`src/rtl/gg_code_loader.sv`:
```
`default_nettype none
// ============================================================================
// Module   : gg_code_loader
// Brief    : Parses an ASCII Game Genie code list into single-cycle code-slot
//            packets, clearing every slot at the start of each list.
// Revision : 1.0 - initial release
// ============================================================================
module gg_code_loader #(
    parameter int MAX_CODES = 9
) (
    input  logic        clk,
    input  logic        reset,
    input  logic        load_start,
    input  logic        load_end,
    input  logic        in_valid,
    input  logic [7:0]  in_data,
    output logic        in_ready,
    output logic [37:0] code,
    output logic [3:0]  code_count,
    output logic        busy,
    output logic        err
);

    localparam logic [3:0] c_max_codes = 4'(MAX_CODES);
    localparam logic [3:0] c_last_slot = 4'(MAX_CODES - 1);

    typedef enum logic [1:0] {
        ST_IDLE  = 2'd0,
        ST_CLEAR = 2'd1,
        ST_RECV  = 2'd2,
        ST_SKIP  = 2'd3
    } state_t;

    state_t          r_state,    w_state_next;
    logic [3:0]      r_slot_idx, w_slot_idx_next;
    logic [3:0]      r_len,      w_len_next;
    logic [7:0][3:0] r_nib,      w_nib_next;
    logic [3:0]      r_count,    w_count_next;
    logic            r_err,      w_err_next;
    logic [37:0]     r_pkt,      w_pkt_next;

    logic [7:0] w_upper;
    logic       w_is_letter;
    logic [3:0] w_letter_val;
    logic       w_is_term;
    logic       w_is_blank;
    logic       w_accept;
    logic       w_fin;

    // Fold lower case onto upper case before the letter lookup
    assign w_upper    = (in_data >= 8'h61 && in_data <= 8'h7A) ? (in_data - 8'h20) : in_data;
    assign w_is_term  = (in_data == 8'h0A) || (in_data == 8'h2C) || (in_data == 8'h00);
    assign w_is_blank = (in_data == 8'h20) || (in_data == 8'h0D);
    assign in_ready   = (r_state == ST_RECV) || (r_state == ST_SKIP);
    assign w_accept   = in_valid && in_ready;

    always_comb begin
        w_is_letter  = 1'b1;
        w_letter_val = 4'd0;
        case (w_upper)
            "A": w_letter_val = 4'd0;
            "P": w_letter_val = 4'd1;
            "Z": w_letter_val = 4'd2;
            "L": w_letter_val = 4'd3;
            "G": w_letter_val = 4'd4;
            "I": w_letter_val = 4'd5;
            "T": w_letter_val = 4'd6;
            "Y": w_letter_val = 4'd7;
            "E": w_letter_val = 4'd8;
            "O": w_letter_val = 4'd9;
            "X": w_letter_val = 4'd10;
            "U": w_letter_val = 4'd11;
            "K": w_letter_val = 4'd12;
            "S": w_letter_val = 4'd13;
            "V": w_letter_val = 4'd14;
            "N": w_letter_val = 4'd15;
            default: w_is_letter = 1'b0;
        endcase
    end

    // Unscramble the letter nibbles into a full packet for slot idx
    function automatic logic [37:0] make_packet(input logic [7:0][3:0] n,
                                                input logic            long_code,
                                                input logic [3:0]      idx);
        logic [3:0]  l_nib;
        logic [14:0] addr;
        logic [7:0]  cmp;
        logic [7:0]  rep;
        l_nib = long_code ? n[7] : n[5];
        addr  = {n[3][2:0], n[4][3], n[5][2:0], n[1][3], n[2][2:0], n[3][3], n[4][2:0]};
        rep   = {n[0][3], n[1][2:0], l_nib[3], n[0][2:0]};
        cmp   = long_code ? {n[6][3], n[7][2:0], n[5][3], n[6][2:0]} : 8'd0;
        return {1'b1, idx, 1'b1, long_code, addr, cmp, rep};
    endfunction

    always_comb begin
        w_state_next    = r_state;
        w_slot_idx_next = r_slot_idx;
        w_len_next      = r_len;
        w_nib_next      = r_nib;
        w_count_next    = r_count;
        w_err_next      = r_err;
        w_pkt_next      = '0;
        w_fin           = 1'b0;

        case (r_state)
            ST_IDLE: ;
            ST_CLEAR: begin
                if (r_slot_idx == c_last_slot) begin
                    w_state_next = ST_RECV;
                end else begin
                    w_slot_idx_next = r_slot_idx + 4'd1;
                end
            end
            ST_RECV: begin
                if (w_accept) begin
                    if (w_is_letter) begin
                        if (r_len < 4'd8) begin
                            w_nib_next[r_len[2:0]] = w_letter_val;
                            w_len_next             = r_len + 4'd1;
                        end else begin
                            w_state_next = ST_SKIP;
                            w_err_next   = 1'b1;
                        end
                    end else if (w_is_term) begin
                        w_fin = 1'b1;
                    end else if (!w_is_blank) begin
                        w_state_next = ST_SKIP;
                        w_err_next   = 1'b1;
                    end
                end
            end
            ST_SKIP: begin
                if (w_accept && w_is_term) begin
                    w_state_next = ST_RECV;
                    w_len_next   = 4'd0;
                end
            end
            default: w_state_next = ST_IDLE;
        endcase

        // load_end closes the line only after the same-cycle byte has been applied
        if (load_end && in_ready) begin
            if (w_state_next == ST_RECV) begin
                w_fin = 1'b1;
            end
            w_state_next = ST_IDLE;
        end

        if (w_fin) begin
            if (w_len_next == 4'd6 || w_len_next == 4'd8) begin
                if (r_count < c_max_codes) begin
                    w_pkt_next   = make_packet(w_nib_next, (w_len_next == 4'd8), r_count);
                    w_count_next = r_count + 4'd1;
                end else begin
                    w_err_next = 1'b1;
                end
            end else if (w_len_next != 4'd0) begin
                w_err_next = 1'b1;
            end
            w_len_next = 4'd0;
        end

        if (load_start) begin
            w_state_next    = ST_CLEAR;
            w_slot_idx_next = 4'd0;
            w_len_next      = 4'd0;
            w_nib_next      = '0;
            w_count_next    = 4'd0;
            w_err_next      = 1'b0;
            w_pkt_next      = '0;
        end
    end

    always_ff @(posedge clk) begin
        if (reset) begin
            r_state    <= ST_IDLE;
            r_slot_idx <= 4'd0;
            r_len      <= 4'd0;
            r_nib      <= '0;
            r_count    <= 4'd0;
            r_err      <= 1'b0;
            r_pkt      <= '0;
        end else begin
            r_state    <= w_state_next;
            r_slot_idx <= w_slot_idx_next;
            r_len      <= w_len_next;
            r_nib      <= w_nib_next;
            r_count    <= w_count_next;
            r_err      <= w_err_next;
            r_pkt      <= w_pkt_next;
        end
    end

    // Clear packets come straight from the slot counter so they line up with busy
    assign code       = (r_state == ST_CLEAR) ? {1'b1, r_slot_idx, 33'd0} : r_pkt;
    assign busy       = (r_state == ST_CLEAR);
    assign code_count = r_count;
    assign err        = r_err;

endmodule
`default_nettype wire

```
`config.mk`:
```
export PLATFORM = sky130hd
export DESIGN_NAME = gg_code_loader
export DESIGN_NICKNAME = d
export VERILOG_FILES = /design/src/rtl/gg_code_loader.sv
export SDC_FILE = /design/constraint.sdc
export NUM_CORES = 1
export LEC_CHECK = 0
export ABC_CLOCK_PERIOD_IN_PS = 3500
export CAP_MARGIN = 0
export CORE_MARGIN = 2
export CORE_UTILIZATION = 45
export CTS_BUF_LIST = sky130_fd_sc_hd__clkbuf_16
export CTS_CLUSTER_DIAMETER = 200
export CTS_CLUSTER_SIZE = 24
export DETAILED_ROUTE_END_ITERATION = 12
export DONT_BUFFER_PORTS = 1
export PLACE_DENSITY = 0.66
export SLEW_MARGIN = 40
export SYNTH_ARGS = -nofsm -noshare
export SYNTH_HDL_FRONTEND = slang
export SYNTH_SLANG_ARGS = --single-unit
export TNS_END_PERCENT = 30
```
`constraint.sdc`:
```
create_clock -name clk -period 3.5 [get_ports clk]
set_clock_uncertainty 0.1 [all_clocks]
set_input_delay 0.7 -clock clk [delete_from_list [all_inputs] [get_ports clk]]
set_output_delay 0.7 -clock clk [all_outputs]
set_load 0.03 [all_outputs]
```
==> impl_metrics.yaml <==
worst_setup_path:
  cp-startpoint: "r_len[1]"
  critPathLaunchType: "flip-flop"
  slowest_stage: "dfxtp_1"
  endpoint_kind: "flip-flop"
  critPathMaxStageDelay_ns: 0.50
  r2r_start: "r_len[1]"
  required_ns: 3.65
  crit_chain: "ha_1, or3_1, nor2_1, a41oi_1, a41oi_2, and3_4, o21ai_4, buf_12, nor4_2"
  cp_max_fo: 28
  crit_type: "flip-flop to flip-flop"
  arrival_ns: 3.00
yosys:
  synth_mux_area_frac: 0.0742
  yosys-top-cells-area: "dfxtp_1 (40%), mux2i_1 (6.3%), and2_1 (5.5%), nor2_1 (5.1%), nor3_2 (4.6%)"
  synth_edf_count: 0
  yosys.area_share.adder: 0.0213
  synth_top_family_by_area: "simple AND/OR/NAND/NOR gates"
  synth-seq-cells: 83
  synth-simple-area-share: 0.311
  synth_cell_type_count: 67
  yosysTopAreaCell: "dfxtp_1"
  synth_async_sr_flop_share: 0
  synth.avg_cell_area_um2: 8.85
  syn_inst: 465
  synth_most_common_cell: "dfxtp_1"
  synth_ff_type: "dfxtp_1"
  netlist_area_um2: 4110
  synthTopCellsByCount: "dfxtp_1 (83), nor2_1 (56), and2_1 (36), nand2_1 (34), mux2i_1 (26)"
  ys_seq_area_frac: 0.404
  synthDominantCellAreaShare: 0.404
  synth_warnings: 0
  synth_fp_nets: 485
  synthXorXnorAreaFrac: 0.00852
  synth-compound-area-share: 0.127
cts:
  insertion_delay_ns: 0.33
  cts-root-buf: "clkbuf_16"
  post_cts_buffers: 0
  cts_tree: "built"
  cts_buffers: 9
  cts_num_sinks: 83
  cts_resized: 0
  hold_buffers: 0
  cts.htree.levels: 3
  clk_pin_slew_ns: 0.06
  clock_path_buffers: 2
placed_design:
  gp_congestion: 0.857
  io_buffers: 0
  dp_hpwl_um: 6270
  dp_worst_setup_slack_ns: 0.341
power_and_ir_drop:
  intPower_mw: 1.68
  p_seq_frac: 0.443
  switching_share: 0.213
  switchingPower_uw: 457
  peakVddDrop_mv: 0.249
  combPwrFrac: 0.049
  cellPowerDensity_nw_per_um2: 470
  leakagePower_nw: 1.66
  clkPwrFrac: 0.508
grt:
  first_global_vias: 3034
  grt_use_met1: 0.239
  grt_pass1_wl_um: 14700
  grtUsageMet2: 0.296
  grtUsageMet3: 0.0422
  grt_max_degree: 40
  grt_overflow: 0
  top_usage_layer: "met2"
  antenna_found_initial: 0
  track_usage: 0.183
die:
  row_count: 34
  core-area_um2: 8810
  initial_utilization: 0.467
  dieHeight_um: 99.6
  io_pins: 58
  die_w_um: 99.6
  fp.dieArea_um2: 9920
sta:
  min_period_ns: 2.85
  tightest_slew_ns: 0.589
  setup_slack_ns: 0.646
  drv_slew: 0
  rsz0062_at_grt: "no"
  post-route-period-util: 0.815
  fin_setup_tns_ns: 0
  fmax_ghz: 0.350
  setup_viol: 0
  hold_viol_final: 0
  slew_headroom: 0.606
drt:
  postRouteAntennaNets: 0
  via_per_inst: 5.56
  drc_errors: 0
  drt-initial-drc-count: 168
  firstDrtPassIters: 4
  drt-wirelength-per-cell_um: 15.1
  route.vias.total: 3199
  finalWirelength_um: 8660
outcome:
  status: "finished, final reports clean"
job:
  max-cap-violations: 0
final_layout:
  drive_above_1_share: 0.148
  nets: 482
  antenna-diode-count: 0
  area_growth_syn_to_layout_pct: 10.7
worst_hold_path:
  hold_path.startpoint: "reset"
  hp-class: "input port to flip-flop"
-- registers in the layout, indices dropped and copies added, names as in the netlist --
register,count
code_count,4
err,1
r_slot_idx,4
r_nib,31
r_pkt,37
r_state,2
r_len,4
-- final timing paths --
| path | slack (ns) | cells past startpoint | endpoint |
|---|---|---|---|
| worst min register to register | 0.38 | 2 | r_nib[3] |
| worst min-delay path | 0.33 | 1 | r_state[0] |
| worst max register to register | 0.65 | 9 | r_pkt[3] |
| worst max-delay path | 0.65 | 9 | r_pkt[3] |
-- placed cells by master, fill, tap and decap left out, types with 2 or more instances in the layout --
cell type / instances
buf_4: 12
mux2_2: 2
o211ai_1: 4
nor3_1: 18
clkbuf_16: 9
or3_1: 6
nor4_1: 3
and3_1: 6
dfxtp_1: 83
a211oi_1: 2
xor2_1: 3
or2_2: 3
a21oi_1: 14
a32oi_1: 2
inv_1: 17
o221ai_1: 2
nor3_4: 2
ha_1: 7
a311oi_1: 2
o21ai_0: 16
and2_1: 36
mux2i_1: 26
nand3_1: 10
a31o_1: 2
nand4b_1: 2
nor2b_1: 8
a31oi_1: 6
a41oi_1: 2
nor3_2: 19
nor2_1: 56
nand4_1: 3
nand2b_1: 10
nand2_1: 34
bufinv_16: 3
-- metal layers --
layer / part of all wire / wire [um] / vias to the layer above
met5: 0 / 0 / -
met4: 0.015 / 131 / 0
met3: 0.047 / 405 / 16
met2: 0.47 / 4100 / 79
met1: 0.47 / 4030 / 1492
li1: - / - / 1612
-- power groups by stage --
stage	Clock, mW	Combinational, mW	Sequential, mW
2_1_floorplan	0	0.0949	0.968
3_3_place_gp	0	0.103	0.970
3_5_place_dp	0	0.104	0.970
4_1_cts	1.10	0.105	0.949
5_1_grt	1.15	0.117	0.948
6_report	1.09	0.105	0.949
-- worst max-delay path, delay by kind of cell (launching register included) --
kind | cells | cell delay, ns
adder cells (fa/ha/maj) | 1 | 0.29
flip-flops | 1 | 0.50
AO/OA/AOI/OAI | 3 | 0.60
buffers and inverters | 1 | 0.18
AND/OR/NAND/NOR | 4 | 1.08
-- stage by stage --
| stage | cell area, um^2 | power, mW | cells | hold WS [ns] | util |
|---|---|---|---|---|---|
| floorplan | 4110 | 1.06 | 465 | 0.347 | - |
| global placement | 4200 | 1.07 | 559 | 0.363 | 0.477 |
| detailed placement | 4200 | 1.07 | 559 | 0.366 | 0.477 |
| CTS | 4550 | 2.16 | 575 | 0.328 | 0.517 |
| global route | 4560 | 2.21 | 575 | 0.326 | 0.517 |
| finish | 4560 | 2.14 | 575 | 0.334 | 0.517 |
-- cells by family (layout without fill, tap and decap cells) --
logic type                 Yosys count  count (layout)
and+or+nand+nor                    226             226
buffers and inverters               45              47
DFF                                 83              83
muxes                               29              29
xor gates and xnor gates             4               4
adders and majority gates            7               7
AOI/OAI and AO/OA                   71              71
-- area by class of cell --
type                    instances  area [um^2]
clock inverters                 7          124
fillers                       811         4250
repair buffers                 13          110
well taps                     108          135
multi-input cells             337         2230
inverters                      18         67.6
flip-flops and latches         83         1660
clock buffers                   9          225
(Power assumes the default switching activity.)
